**src/rtl/mult_pkg.sv**
```systemverilog
// Shared definitions for the multiply-accumulate back end: default widths
// and the block-accumulation state encoding.
package mult_pkg;

   localparam int PROD_W_DEF  = 64;
   localparam int GUARD_W_DEF = 8;
   localparam int CNT_W_DEF   = 8;

   typedef enum logic [1:0] {
      IDLE  = 2'd0,
      ACCUM = 2'd1,
      DONE  = 2'd2
   } state_t;

endpackage

```
**src/rtl/mult_accumulator_if.sv**
```systemverilog
// Product stream in, block-sum result out. The master drives products and
// takes results; the slave is the accumulator.
interface mult_accumulator_if
   import mult_pkg::*;
#(
   parameter int PROD_W  = PROD_W_DEF,
   parameter int GUARD_W = GUARD_W_DEF,
   parameter int CNT_W   = CNT_W_DEF
);
   localparam int ACC_W = PROD_W + GUARD_W;

   logic              clear;
   logic [CNT_W-1:0]  blk_len;
   logic              prod_valid;
   logic              prod_ready;
   logic [PROD_W-1:0] prod_data;
   logic              acc_valid;
   logic              acc_ready;
   logic [ACC_W-1:0]  acc_data;
   logic              acc_ovf;

   modport master (
      output clear, blk_len, prod_valid, prod_data, acc_ready,
      input  prod_ready, acc_valid, acc_data, acc_ovf
   );

   modport slave (
      input  clear, blk_len, prod_valid, prod_data, acc_ready,
      output prod_ready, acc_valid, acc_data, acc_ovf
   );

endinterface

```
**src/rtl/mac_adder.sv**
```systemverilog
// Combinational accumulator adder with carry-out. Kept as its own block so a
// ripple or carry-lookahead implementation can replace it without touching
// the control logic.
module mac_adder #(
   parameter int W = 72
) (
   input  logic [W-1:0] a_i,
   input  logic [W-1:0] b_i,
   output logic [W-1:0] sum_o,
   output logic         carry_o
);

   assign {carry_o, sum_o} = {1'b0, a_i} + {1'b0, b_i};

endmodule

```
**src/rtl/mult_accumulator.sv**
```systemverilog
// Sums blocks of unsigned multiplier products into a guarded accumulator and
// hands each block sum, with a sticky wrap flag, to a downstream consumer.
module mult_accumulator
   import mult_pkg::*;
#(
   parameter int PROD_W  = PROD_W_DEF,
   parameter int GUARD_W = GUARD_W_DEF,
   parameter int CNT_W   = CNT_W_DEF
) (
   input  logic              clk,
   input  logic              rst_n,
   mult_accumulator_if.slave bus
);

   localparam int ACC_W = PROD_W + GUARD_W;

   state_t             state_q, state_d;
   logic [ACC_W-1:0]   acc_q, acc_d;
   logic [CNT_W-1:0]   cnt_q, cnt_d;
   logic               ovf_q, ovf_d;
   logic               prod_ready_q, prod_ready_d;
   logic               acc_valid_q, acc_valid_d;

   logic               prod_acc;
   logic               res_acc;
   logic [CNT_W-1:0]   blk_n;
   logic [ACC_W-1:0]   add_sum;
   logic               add_carry;

   assign prod_acc = bus.prod_valid & prod_ready_q;
   assign res_acc  = acc_valid_q & bus.acc_ready;
   // A zero block length is treated as a single-product block.
   assign blk_n    = (bus.blk_len == '0) ? CNT_W'(1) : bus.blk_len;

   mac_adder #(
      .W (ACC_W)
   ) u_adder (
      .a_i     (acc_q),
      .b_i     (ACC_W'(bus.prod_data)),
      .sum_o   (add_sum),
      .carry_o (add_carry)
   );

   // Next-state and datapath update; clear overrides every state.
   always_comb begin
      state_d = state_q;
      acc_d   = acc_q;
      cnt_d   = cnt_q;
      ovf_d   = ovf_q;
      if (bus.clear) begin
         state_d = IDLE;
         acc_d   = '0;
         cnt_d   = '0;
         ovf_d   = 1'b0;
      end else begin
         case (state_q)
            IDLE: begin
               if (prod_acc) begin
                  acc_d   = ACC_W'(bus.prod_data);
                  ovf_d   = 1'b0;
                  cnt_d   = blk_n - CNT_W'(1);
                  state_d = (blk_n == CNT_W'(1)) ? DONE : ACCUM;
               end
            end
            ACCUM: begin
               if (prod_acc) begin
                  acc_d = add_sum;
                  ovf_d = ovf_q | add_carry;
                  cnt_d = cnt_q - CNT_W'(1);
                  if (cnt_q == CNT_W'(1)) state_d = DONE;
               end
            end
            DONE: begin
               // The cycle that hands off the result never accepts a product.
               if (res_acc) state_d = IDLE;
            end
            default: state_d = IDLE;
         endcase
      end
      prod_ready_d = (state_d != DONE);
      acc_valid_d  = (state_d == DONE);
   end

   // State, accumulator and handshake registers; outputs come straight from here.
   always_ff @(posedge clk or negedge rst_n) begin
      if (!rst_n) begin
         state_q      <= IDLE;
         acc_q        <= '0;
         cnt_q        <= '0;
         ovf_q        <= 1'b0;
         prod_ready_q <= 1'b0;
         acc_valid_q  <= 1'b0;
      end else begin
         state_q      <= state_d;
         acc_q        <= acc_d;
         cnt_q        <= cnt_d;
         ovf_q        <= ovf_d;
         prod_ready_q <= prod_ready_d;
         acc_valid_q  <= acc_valid_d;
      end
   end

   assign bus.prod_ready = prod_ready_q;
   assign bus.acc_valid  = acc_valid_q;
   assign bus.acc_data   = acc_q;
   assign bus.acc_ovf    = ovf_q;

endmodule

```
**src/flat_wrapper.sv**
```systemverilog
// flat-port wrapper written by rule: the top's interface ports become plain ports
module mult_accumulator_flat import mult_pkg::*;
#(
   parameter int PROD_W  = PROD_W_DEF,
   parameter int GUARD_W = GUARD_W_DEF,
   parameter int CNT_W   = CNT_W_DEF
)
  (clk, rst_n, bus_clear, bus_blk_len, bus_prod_valid, bus_prod_data, bus_acc_ready, bus_prod_ready, bus_acc_valid, bus_acc_data, bus_acc_ovf);
  mult_accumulator_if #(.PROD_W(PROD_W), .GUARD_W(GUARD_W), .CNT_W(CNT_W)) bus_i ();
  input  logic clk;
  input  logic rst_n;
  input wire logic [$bits(bus_i.clear)-1:0] bus_clear;
  input wire logic [$bits(bus_i.blk_len)-1:0] bus_blk_len;
  input wire logic [$bits(bus_i.prod_valid)-1:0] bus_prod_valid;
  input wire logic [$bits(bus_i.prod_data)-1:0] bus_prod_data;
  input wire logic [$bits(bus_i.acc_ready)-1:0] bus_acc_ready;
  output wire logic [$bits(bus_i.prod_ready)-1:0] bus_prod_ready;
  output wire logic [$bits(bus_i.acc_valid)-1:0] bus_acc_valid;
  output wire logic [$bits(bus_i.acc_data)-1:0] bus_acc_data;
  output wire logic [$bits(bus_i.acc_ovf)-1:0] bus_acc_ovf;
  assign bus_i.clear = bus_clear;
  assign bus_i.blk_len = bus_blk_len;
  assign bus_i.prod_valid = bus_prod_valid;
  assign bus_i.prod_data = bus_prod_data;
  assign bus_i.acc_ready = bus_acc_ready;
  assign bus_prod_ready = bus_i.prod_ready;
  assign bus_acc_valid = bus_i.acc_valid;
  assign bus_acc_data = bus_i.acc_data;
  assign bus_acc_ovf = bus_i.acc_ovf;
  mult_accumulator #(.PROD_W(PROD_W), .GUARD_W(GUARD_W), .CNT_W(CNT_W)) u_core (.clk(clk), .rst_n(rst_n), .bus(bus_i));
endmodule
```
**config.mk**
```make
export PLATFORM = sky130hd
export DESIGN_NAME = mult_accumulator_flat
export DESIGN_NICKNAME = d
export VERILOG_FILES = /design/src/rtl/mult_pkg.sv /design/src/rtl/mult_accumulator_if.sv /design/src/rtl/mac_adder.sv /design/src/rtl/mult_accumulator.sv /design/src/flat_wrapper.sv
export SDC_FILE = /design/constraint.sdc
export NUM_CORES = 1
export LEC_CHECK = 0
export BUFFER_PORTS_ARGS = -buffer_cell sky130_fd_sc_hd__buf_2
export CORE_ASPECT_RATIO = 1.75
export CORE_MARGIN = 3
export CORE_UTILIZATION = 25
export CTS_CLUSTER_DIAMETER = 120
export DETAILED_ROUTE_END_ITERATION = 16
export RECOVER_POWER = 100
export SLEW_MARGIN = 20
export SYNTH_ARGS = -nofsm -noshare
export SYNTH_HDL_FRONTEND = slang
export SYNTH_SLANG_ARGS = --single-unit
```
**constraint.sdc**
```tcl
create_clock -name clk -period 4.4 [get_ports clk]
set_input_delay 0.66 -clock clk [delete_from_list [all_inputs] [get_ports clk]]
set_output_delay 0.66 -clock clk [all_outputs]
set_load 0.005 [all_outputs]
```
Word level (Yosys, flattened, before mapping)
Cells that the tools add are included.
{"block": "totals", "word_cells": 44, "output_inout_bits": 75, "regBits": 85}
{"block": "op_classes", "add_sub_neg": 3, "mux": 20, "eq_ne": 8, "n_reduce_logical": 4, "n_bitwise": 3}
{"op": "72-bit 2-to-1 mux", "n": 3}
{"op": "72-bit case mux with 2 select lines", "n": 1}
{"op": "72-bit by 64-bit adder with 73-bit output", "n": 1}
{"op": "8-bit 2-to-1 mux", "n": 4}
{"op": "8-bit by 1-bit equality test with 1-bit output, second input constant", "n": 2}
{"op": "8-bit case mux with 2 select lines", "n": 1}
{"op": "8-bit by 1-bit subtractor with 8-bit output, second input constant", "n": 2}
{"op": "2-bit 2-to-1 mux", "n": 6}
{"op": "8-bit zero test", "n": 1}
{"op": "3-bit by 2-bit inequality test with 1-bit output, second input constant", "n": 2}
{"op": "2-bit case mux with 3 select lines", "n": 1}
{"op": "2-bit equality test, second input constant", "n": 2}
{"op": "1-bit 2-to-1 mux", "n": 3}
{"op": "3-bit AND reduction", "n": 1}
{"op": "3-bit nonzero test", "n": 1}
{"op": "1-bit bitwise AND", "n": 2}
{"op": "2-bit by 1-bit equality test with 1-bit output, second input constant", "n": 1}
{"op": "2-bit zero test", "n": 1}
{"op": "2-bit inequality test, second input constant", "n": 1}
{"op": "1-bit case mux with 2 select lines", "n": 1}
{"op": "1-bit OR", "n": 1}

Longest topological paths before layout
Gate-level depths: netlist (run 1).
{"block": "logic_depth", "ltp_word": 8, "mapped_depth": 13, "ltp_nobuf": 13}

Modules after synthesis
From an unflattened synthesis (run 1), not the netlist that was laid out.
{"block": "unflattened", "cells_unflattened": 1135, "hier_area_um2": 8604.5}
{"module": "mac_adder", "cells_per_inst": 645, "area_per_inst_um2": 4330.4, "n_inst": 1}
{"module": "mult_accumulator", "cells_per_inst": 490, "area_per_inst_um2": 4274.1, "n_inst": 1}

Worst setup path after synthesis (run 1)
OpenSTA, ideal clock, no wires.
{"block": "synth_path", "kind": "input -> register", "startpoint": "in bus_prod_data[0]", "endpoint": "reg u_core.acc_q[70], in the netlist u_core.bus.acc_data[70]", "arrival_time_ns": 3.273, "setup_slack_ns": 1.003, "path_stages": 13, "t_required_ns": 4.276, "n_path_buf": 0, "setup_ns": 0.124, "cell_sequence": "ha_1 -> inv_1 -> fa_1 -> and2b_1 -> o211ai_4 -> a211oi_4 -> o211ai_2 -> a21oi_2 -> o21ai_1 -> a22o_1 -> o21a_4 -> o311a_1 -> a211o_1"}
{"block": "synth_via", "elab_chain_len": 4}
{"element": "from (decl)", "line": "flat_wrapper.sv:15", "text": "input wire logic [$bits(bus_i.prod_data)-1:0] bus_prod_data;"}
{"element": "72-bit by 64-bit adder with 73-bit output", "line": "mac_adder.sv:13", "text": "assign {carry_o, sum_o} = {1'b0, a_i} + {1'b0, b_i};"}
{"element": "72-bit 2-to-1 mux", "line": "mult_accumulator.sv:66", "text": "if (prod_acc) begin"}
{"element": "72-bit case mux with 2 select lines", "line": "mult_accumulator.sv:56", "text": "case (state_q)"}
{"element": "72-bit 2-to-1 mux", "line": "mult_accumulator.sv:50", "text": "if (bus.clear) begin"}
{"element": "to (signal assigned)", "line": "mult_accumulator.sv:88", "text": "acc_q <= '0;"}
{"element": "to (signal assigned)", "line": "mult_accumulator.sv:95", "text": "acc_q <= acc_d;"}
{"element": "to (decl)", "line": "mult_accumulator.sv:18", "text": "logic [ACC_W-1:0] acc_q, acc_d;"}
No other way between the ends. The select of a mux whose other input is x is not followed.
A chain may end at the register's enable or synchronous reset.

Worst setup path in the final report (run 1)
{"block": "layout_path", "startpoint": "reg u_core.acc_q[3], in the netlist u_core.bus.acc_data[3]", "endpoint": "reg u_core.acc_q[65], in the netlist u_core.bus.acc_data[65]"}
{"block": "layout_via", "elab_chain_len": 4}
{"element": "72-bit by 64-bit adder with 73-bit output", "line": "mac_adder.sv:13"}
{"element": "72-bit 2-to-1 mux", "line": "mult_accumulator.sv:66"}
{"element": "72-bit case mux with 2 select lines", "line": "mult_accumulator.sv:56"}
{"element": "72-bit 2-to-1 mux", "line": "mult_accumulator.sv:50"}
No other way between the ends. The select of a mux whose other input is x is not followed.

==> results of run 1 <==
per-layer routing:
metal | vias to the layer above | share of wire
met4 | 0 | 0.031
met3 | 50 | 0.038
met5 | - | 0
met2 | 262 | 0.54
li1 | 4112 | -
met1 | 4097 | 0.39
critical path: stages, from the launching register on:
cell       delay (ns)
dfrtp_1          0.40
ha_1             0.36
o21ai_0          0.13
o21ai_0          0.57
nand3_1          0.21
a31oi_1          0.31
o21ai_2          0.17
o31ai_1          0.60
a31oi_1          0.35
o21a_1           0.28
o2111ai_1        0.16
o311ai_0         0.14
cells by family (layout without fill, tap and decap cells):
| logic type | count (synthesis) | after routing | synth area share |
|---|---|---|---|
| adder cells (fa/ha/maj) | 69 | 69 | 0.107 |
| other | 0 | 2 | 0 |
| flip-flops | 85 | 85 | 0.261 |
| AO/OA/AOI/OAI | 382 | 382 | 0.309 |
| XOR/XNOR | 63 | 63 | 0.0678 |
| AND/OR/NAND/NOR | 360 | 360 | 0.202 |
| buffers and inverters | 100 | 205 | 0.0498 |
| multiplexers | 2 | 2 | 0.00246 |
cells in the mapped netlist (9+ instances only):
master    instances  area share
xnor2_1          40       0.043
dfrtp_1          85        0.26
o221ai_1          9      0.0097
a211oi_1         15       0.014
a21oi_1         102       0.063
o21ai_0          86       0.053
a311oi_1         19       0.020
nand4_1          37       0.028
a31oi_1          18       0.014
nand3_1          24       0.015
o21ai_1           9      0.0055
nor2b_1          10      0.0077
clkbuf_1         44       0.020
nor3_1           21       0.013
a21o_1           25       0.023
nand2_1         136       0.063
ha_1             68        0.10
o211ai_1          9      0.0083
inv_1            30       0.014
a22oi_1          24       0.022
o21bai_1         13       0.012
nor2_1           93       0.043
buf_2            19       0.012
xor2_1           23       0.025
through the flow:
step	setup WS (ns)	hold slack (ns)
3_5_place_dp	0.535	0.496
4_1_cts	0.887	0.424
5_1_grt	0.313	0.446
2_1_floorplan	1.00	0.364
3_3_place_gp	0.577	0.480
6_report	0.561	0.400
worst min-delay path by stage:
stage	end	slack, ns	cells past startpoint
floorplan	u_core.bus.acc_data[0]$_DFFE_PN0P_	0.36	0
global placement	u_core.cnt_q[6]$_DFFE_PN0P_	0.48	2
detailed placement	u_core.cnt_q[3]$_DFFE_PN0P_	0.50	2
CTS	u_core.bus.acc_data[64]$_DFFE_PN0P_	0.42	1
global route	u_core.bus.acc_data[64]$_DFFE_PN0P_	0.45	1
finish	u_core.bus.acc_data[64]$_DFFE_PN0P_	0.40	1
sequential cells by signal, summed over array words and instances (netlist names):
name,cells
u_core.cnt_q,8
u_core.bus.acc_data,72
u_core.bus.acc_valid,1
u_core.state_q,2
u_core.bus.acc_ovf,1
u_core.bus.prod_ready,1
cell type report:
class	count	area, µm²	share of cell area
antenna	2	5.00	0.000535
clock buffer	11	253	0.0270
clock inverter	4	47.5	0.00509
inverter	30	113	0.0120
multi-input combinational	876	5560	0.595
sequential	85	2130	0.228
tap	396	495	0.0530
timing repair buffer	160	744	0.0797
power by group:
group / internal (W) / switching (W)
combinational: 0.000415 / 0.000701
clock: 0.000467 / 0.000364
sequential: 0.000844 / 0.0000626
==> summary.md, run 1 <==
| Metric | Value |
|---|---|
| Final-stage net count | between 1000 and 1500 |
| Clock Latency Late Sink | between 0.3 and 0.4 ns |
| R2R Setup Slk | around 0.56 ns |
| Post-Route Skew | ~0.011 ns |
| Initial Util | 0.255 |
| H-tree levels | 3 |
| Clock transition at path regs | 0.07 ns |
| Setup CP Type | register to register |
| Finished Layout Cells | approximately 1600 |
| Dpl cell area | ~0.009 mm² |
| Total gr overflow | 0 |
| Post-CTS Setup Bufs | 0 |
| Worst path required time | 4.63 ns |
| Total CTS buffers | 9 |
| Slew headroom | -0.154 |
| PortBufs | around 150 |
| Placed Cells | between 1500 and 2000 |
| Post-Route Utilization | 0.293 |
| GRT Max-Usage Layer | met2 |
| # rows | 86 |
| Worst Tran Pin Value | 1.73 ns |
| Synth Cell Area | between 0.008 and 0.009 mm² |
| Core area | about 0.032 mm² |
| R2R cell count | 11 |
| Reg-to-Reg End | u_core.bus.acc_data[65]$_DFFE_PN0P_ |
| Status | finished with violations |
| DIE HEIGHT | roughly 240 µm |
| Cell area after layout | 0.00935 mm² |
| RSZ-0062 raised after global routing | no |
| Leak | 4.06 nW |
| Min Tclk post-route | about 3.8 ns |
| Area grow syn2layout | 14.9% |
| Root Driver | clkbuf_16 |
| CP endpoint kind | register |
| Post-Route Setup TNS | 0 ns |
| Initial detailed-routing violation count | ~470 |
| Worst setup SP type | register |
| Post-CTS resize count | 0 |
| Worst Setup EP | u_core.bus.acc_data[65]$_DFFE_PN0P_ |
| HPWL Detailed | 23.8 mm |
| Peak VDD IR | 0.205 mV |
| DR pass1 iterations | 8 |
| CTS sink cnt | 85 |
| Vias in the first global route | about 8600 |
| Share of cells above drive strength 1 | 0.112 |
| Commonest non-fill, non-tap cell in the layout | nand2_1 |
| Crit path DAT | 4.07 ns |
| CTS tree | done |
| Pwr/cell area | 305 mW/mm² |
| EDFF count, synth | 0 |
| Sequential-to-total area share from yosys stat | 0.261 |
| Final setup vio count | 0 |
| Vias | around 8500 |
| Initial antenna violation count | 2 |
| Number of fill cells | roughly 3500 |
| Met3 Use GR | 0.0248 |
| Final RePlAce weighted congestion | between 0.9 and 1 |
| Syn_nets | around 1200 |
| Post-synthesis cell count | 1061 |
| Yosys reg bits | 85 |
| Ys Warns | 0 |
| Grt met2 use | 0.331 |
| Async set-or-reset flop fraction in the synthesized netlist | 1.00 |
| CP startpoint | u_core.bus.acc_data[3]$_DFFE_PN0P_ |
| Failing checks | capacitance limit, slew limit |
| Period utilization | 0.872 |
| Most frequent cells in the layout | nand2_1 (136), a21oi_1 (103), o21ai_0 (92) |
| Vias per cell | roughly 5.4 |
| Worst hold path type | input port to asynchronous set/reset pin |
| Mean Syn Cell Area | between 7 and 8 µm² |
| I/O Pins | between 150 and 200 |
| # DRC | 0 |
| Endpoints failing hold | 0 |
| Total Wirelength | 30.5 mm |
| Post-DRT Antenna Nets | 0 |
| Largest net degree at the start of global routing | between 60 and 70 |
| Die ar. | between 0.03 and 0.04 mm² |
| Max Slew Vio Count | 69 |
| First-pass GRT wire length | between 40 and 50 mm |
| CTS Hold Bufs | 0 |
| Die Wd | between 100 and 150 µm |
| Synth unique cells | between 70 and 80 |
| Max Cap Violations | 2 |
| Worst-path maximum fanout | 5 |
| Post-synth top flop | dfrtp_1 |
| Overall Global Routing Usage | 0.173 |
| Total power | between 0.002 and 0.003 W |
| Wire per inst | slightly below 20 µm |
| GR Util met1 | 0.188 |
| Worst flop-to-flop path startpoint | u_core.bus.acc_data[3]$_DFFE_PN0P_ |
| Max clock buf depth | 2 |
| Fmax | approximately 0.26 GHz |
Note: power is estimated with default switching activity, not from simulation.
==> run 2, diff against run 1 <==
Settings changed: CORE_UTILIZATION 25 to 55, PLACE_DENSITY set to 0.79.
==> summary.md, run 2 (synthesized netlist as in run 1, its figures left out) <==
| Metric | Value |
|---|---|
| Status | finished with violations |
| Failing checks | capacitance limit, slew limit |
| Clock Latency Late Sink | about 0.35 ns |
| Worst path required time | about 4.6 ns |
| PortBufs | ~150 |
| Slew headroom | -0.974 |
| Root Driver | clkbuf_16 |
| Buf+Inv Stages, Crit Path | 2 |
| Overall Global Routing Usage | 0.323 |
| Finished Layout Cells | 1347 |
| I/O Pins | ~150 |
| CTS Hold Bufs | 0 |
| Post-CTS Setup Bufs | 0 |
| Initial detailed-routing violation count | 477 |
| Fmax | between 0.2 and 0.3 GHz |
| Core area | 0.0144 mm² |
| DIE HEIGHT | 167 µm |
| Final setup vio count | 0 |
| First-pass GRT wire length | 43.2 mm |
| RSZ-0062 raised after global routing | no |
| Worst Tran Pin Value | 2.96 ns |
| Min Tclk post-route | just under 4 ns |
| Max clock buf depth | 2 |
| Pwr/cell area | around 310 mW/mm² |
| CP endpoint kind | register |
| Die Wd | around 98 µm |
| Endpoints failing hold | 0 |
| Worst setup SP type | input port |
| Wire per inst | between 15 and 20 µm |
| Total gr overflow | 0 |
| Placed Cells | 1330 |
| # rows | 58 |
| Period utilization | 0.876 |
| CTS tree | done |
| Setup CP Type | input port to register |
| Pre-CTS WS | 0.616 ns |
| Final Hold Slack | 0.507 ns |
| Worst hold path type | register to register |
| CP peak stage delay | 0.56 ns |
| Final RePlAce weighted congestion | ~1 |
| Vias | between 8000 and 9000 |
| Worst-path maximum fanout | 7 |
| Vias in the first global route | a little under 9000 |
| Crit path DAT | just over 4 ns |
| Post-CTS resize count | 0 |
| Max Cap Violations | 3 |
| Post-Route Utilization | 0.631 |
| Initial antenna violation count | 1 |
| Crit-path leading delay family | compound AO/OA/AOI/OAI gates |
| Largest net degree at the start of global routing | 66 |
| Peak VDD IR | 0.189 mV |
| Total Wirelength | ~27 mm |
| Vias per cell | about 6.4 |
| Post-DRT Antenna Nets | 0 |
| Max Slew Vio Count | 120 |
| Commonest non-fill, non-tap cell in the layout | nand2_1 |
| # DRC | 0 |
| Post-Route Skew | approximately 0.0075 ns |
| Leak | 4.16 nW |
| Final-stage net count | 1307 |
| Clock transition at path regs | approximately 0.070 ns |
| Final WS setup | around 0.55 ns |
| H-tree levels | 3 |
| Most used cell, CP | o211ai_1 |
| Most frequent cells in the layout | nand2_1 (136), buf_2 (118), a21oi_1 (103) |
| Share of cells above drive strength 1 | 0.131 |
| DR pass1 iterations | 7 |
| Initial Util | 0.564 |
| Area grow syn2layout | 11.9% |
| Post-Route Setup TNS | 0 ns |
| CTS sink cnt | between 80 and 90 |
| HPWL Detailed | between 20 and 25 mm |
| CP Cell Sequence | buf_2, ha_1, inv_1, fa_1, and2b_1, o211ai_1, a211oi_1, o211ai_1, a21oi_1, o21ai_0, a22o_1, o21a_4, o311a_1, a211o_1 |
| Total CTS buffers | 9 |
| Largest register FFs | 72 |
| Die ar. | approximately 0.016 mm² |
| CP max stage cell | a211oi_1 |
[run 2: cell types whose count changed in the layout (fill, tap and decap cells not counted), sizes merged]
cell,before,now
clkinvlp,1,2
inv,30,31
buf,99,124
clkinv,2,0
diode,2,1
bufinv,1,2
clkbuf,72,46
[run 2: per-stage QoR]
stage          total power, W  instance area [µm²]
6_report              0.00286                 9110
3_5_place_dp          0.00203                 8910
5_1_grt               0.00302                 9100
2_1_floorplan         0.00169                 8140
4_1_cts               0.00288                 9230
3_3_place_gp          0.00202                 8910
[run 2: worst register-to-register path, cell delays in order, from the launching register on]
cell and delay (ns):
dfrtp_1 0.38, ha_1 0.21, inv_1 0.07, fa_1 0.37, and2b_1 0.24, o211ai_1 0.15
a211oi_1 0.56, o211ai_1 0.23, a21oi_1 0.26, o21ai_0 0.15, a22o_1 0.27, o21a_4 0.24
o311a_1 0.33, a211o_1 0.27
[run 2: power by group]
| group | switching (W) | leakage (nW) | internal [W] |
|---|---|---|---|
| Clock | 0.000341 | 0.146 | 0.000500 |
| Sequential | 0.0000604 | 1.12 | 0.000845 |
| Combinational | 0.000693 | 2.89 | 0.000421 |
[run 2: cell type report]
type | instances | area, µm²
multi-input cells | 876 | 5550
fillers | 1387 | 5340
flip-flops and latches | 85 | 2130
repair buffers | 159 | 768
clock buffers | 11 | 233
well taps | 180 | 225
inverters | 30 | 113
clock inverters | 5 | 83.8
diodes | 1 | 2.50
[run 2: layer usage]
metal  track usage  part of all wire
met3        0.0495             0.047
met2         0.601              0.53
met1         0.338              0.36
met5             0                 0
met4         0.182             0.057
[run 2: final timing paths]
check,slack [ns],endpoint,cells past startpoint,start
setup / recovery,0.55,u_core.bus.acc_data[70]$_DFFE_PN0P_,14,bus_prod_data[0]
hold / removal,0.51,u_core.cnt_q[6]$_DFFE_PN0P_,2,u_core.cnt_q[6]$_DFFE_PN0P_
setup reg to reg,0.55,u_core.bus.acc_data[70]$_DFFE_PN0P_,13,u_core.bus.acc_data[0]$_DFFE_PN0P_
hold reg to reg,0.51,u_core.cnt_q[6]$_DFFE_PN0P_,2,u_core.cnt_q[6]$_DFFE_PN0P_
max in group asynchronous,1.02,u_core.bus.acc_data[0]$_DFFE_PN0P_,2,rst_n
min in group asynchronous,1.26,u_core.bus.acc_data[52]$_DFFE_PN0P_,1,rst_n
==> run 3, diff against run 2 <==
Clock period 4.4 ns to 4.8 ns, I/O delays scaled along.
==> summary.md, run 3 (synthesized netlist as in run 1, its figures left out) <==
| Metric | Value |
|---|---|
| Final setup vio count | 0 |
| Final-stage net count | roughly 1300 |
| Worst Tran Pin Value | around 3.3 ns |
| Post-Route Skew | ~0.0092 ns |
| Initial detailed-routing violation count | 490 |
| Die Wd | approximately 98 µm |
| Worst hold path type | register to register |
| Vias | just under 9000 |
| Endpoints failing hold | 0 |
| Largest net degree at the start of global routing | 56 |
| CP max stage cell | a211oi_1 |
| Clock transition at path regs | roughly 0.070 ns |
| HPWL Detailed | around 20 mm |
| Most frequent cells in the layout | nand2_1 (136), buf_2 (113), a21oi_1 (103) |
| Max clock buf depth | 2 |
| Wire per inst | 19.7 µm |
| Total CTS buffers | 9 |
| Root Driver | clkbuf_16 |
| Crit path DAT | 4.07 ns |
| Status | finished with violations |
| Vias in the first global route | about 9000 |
| CTS sink cnt | between 80 and 90 |
| H-tree levels | 3 |
| Most used cell, CP | o211ai_1 |
| Post-DRT Antenna Nets | 0 |
| Total gr overflow | 0 |
| DR pass1 iterations | 5 |
| Initial antenna violation count | 2 |
| RSZ-0062 raised after global routing | no |
| # DRC | 0 |
| Post-Route Setup TNS | 0 ns |
| # rows | 58 |
| Pwr/cell area | around 280 mW/mm² |
| Min Tclk post-route | roughly 3.8 ns |
| Failing checks | capacitance limit, slew limit |
| Max Slew Vio Count | roughly 140 |
| Worst setup SP type | input port |
| Number of fill cells | 1371 |
| Core area | 0.0144 mm² |
| Share of cells above drive strength 1 | 0.130 |
| Leak | 4.14 nW |
| Met3 routed WL | 1.45 mm |
| Post-Route M1 WL | 9.41 mm |
| PortBufs | about 150 |
| Clock Latency Late Sink | approximately 0.35 ns |
| Post-CTS Setup Bufs | 0 |
| DIE HEIGHT | around 170 µm |
| Die ar. | ~0.016 mm² |
| CP endpoint kind | register |
| Setup CP Type | input port to register |
| First-pass GRT wire length | approximately 44 mm |
| Period utilization | 0.799 |
| Post-CTS resize count | 0 |
| Final RePlAce weighted congestion | between 1 and 1.5 |
| Slew headroom | -1.19 |
| Placed Cells | between 1000 and 1500 |
| Max Cap Violations | 3 |
| Total Wirelength | between 20 and 30 mm |
| CTS Hold Bufs | 0 |
| Commonest non-fill, non-tap cell in the layout | nand2_1 |
| Crit-path leading delay family | compound AO/OA/AOI/OAI gates |
| Highest routed layer | met5 |
| Worst-path maximum fanout | 7 |
| Overall Global Routing Usage | 0.324 |
| Largest register FFs | between 70 and 80 |
| I/O Pins | 152 |
| Fmax | approximately 0.26 GHz |
| CP peak stage delay | ~0.55 ns |
| Buf+Inv Stages, Crit Path | 2 |
| Initial Util | 0.564 |
| CTS tree | done |
| CP Cell Sequence | buf_2, ha_1, inv_1, fa_1, and2b_1, o211ai_1, a211oi_1, o211ai_1, a21oi_1, o21ai_1, a22o_1, o21a_4, o311a_1, a211o_1 |
| Peak VDD IR | between 0.2 and 0.25 mV |
| Vias per cell | about 6.5 |
| Worst path required time | about 5.0 ns |
| Area grow syn2layout | 11.5% |
| Finished Layout Cells | around 1300 |
| Routed met2 length | approximately 14 mm |
[run 3: changes by cell type in the layout (fill, tap and decap cells not counted), moves of 2 or more]
cell | previous run | this run
o21ai_1 | 4 | 6
buf_2 | 118 | 113
o21ai_0 | 92 | 89
clkbuf_1 | 36 | 40
bufinv_16 | 2 | 0
[run 3: area by class of cell]
cell class	instances	area (µm²)	share of cell area
Inverter	30	113	0.0124
Multi-Input combinational cell	876	5560	0.613
Tap cell	180	225	0.0248
Timing Repair Buffer	159	759	0.0837
Sequential cell	85	2130	0.234
Antenna cell	1	2.50	0.000276
Clock buffer	11	243	0.0268
Clock inverter	5	43.8	0.00483
[run 3: report_power, final]
group	leakage (nW)	switching [W]	total, W	internal, W
combinational	2.88	0.000635	0.00102	0.000386
clock	0.134	0.000328	0.000701	0.000373
sequential	1.12	0.0000555	0.000829	0.000774
total	4.14	0.00102	0.00255	0.00153
[run 3: routing by layer]
layer / global-route usage / up-vias
li1: - / 4106
met1: 0.339 / 4111
met2: 0.598 / 370
met3: 0.0398 / 104
met4: 0.207 / 2
met5: 0 / -
[run 3: worst paths after layout]
kind | startpoint | endpoint | slack, ns | cells after the start
worst min-delay path | u_core.cnt_q[6]$_DFFE_PN0P_ | u_core.cnt_q[6]$_DFFE_PN0P_ | 0.51 | 2
min in group asynchronous | rst_n | u_core.bus.acc_data[52]$_DFFE_PN0P_ | 1.46 | 1
worst max-delay path | bus_prod_data[0] | u_core.bus.acc_data[70]$_DFFE_PN0P_ | 0.97 | 14
worst max register to register | u_core.bus.acc_data[0]$_DFFE_PN0P_ | u_core.bus.acc_data[70]$_DFFE_PN0P_ | 1.03 | 13
max in group asynchronous | rst_n | u_core.bus.acc_data[33]$_DFFE_PN0P_ | 1.19 | 2
worst min register to register | u_core.cnt_q[6]$_DFFE_PN0P_ | u_core.cnt_q[6]$_DFFE_PN0P_ | 0.51 | 2
[run 3: worst reg2reg max path, stage by stage (launching register included)]
cell and delay, ns:
dfrtp_1 0.38, ha_1 0.20, inv_1 0.07, fa_1 0.37
and2b_1 0.24, o211ai_1 0.15, a211oi_1 0.55, o211ai_1 0.23
a21oi_1 0.26, o21ai_1 0.13, a22o_1 0.26, o21a_4 0.24
o311a_1 0.32, a211o_1 0.26
[run 3: per-stage QoR]
step | setup WS [ns] | cell area [µm²] | util | power [W] | hold slack [ns]
after CTS | 1.30 | 9200 | 0.637 | 0.00256 | 0.470
after global routing | 0.694 | 9070 | 0.628 | 0.00271 | 0.540
final | 0.966 | 9070 | 0.628 | 0.00255 | 0.514
after global placement | 0.970 | 8910 | 0.617 | 0.00185 | 0.479
after detailed placement | 0.960 | 8910 | 0.617 | 0.00186 | 0.497
after floorplan | 1.34 | 8140 | - | 0.00155 | 0.424
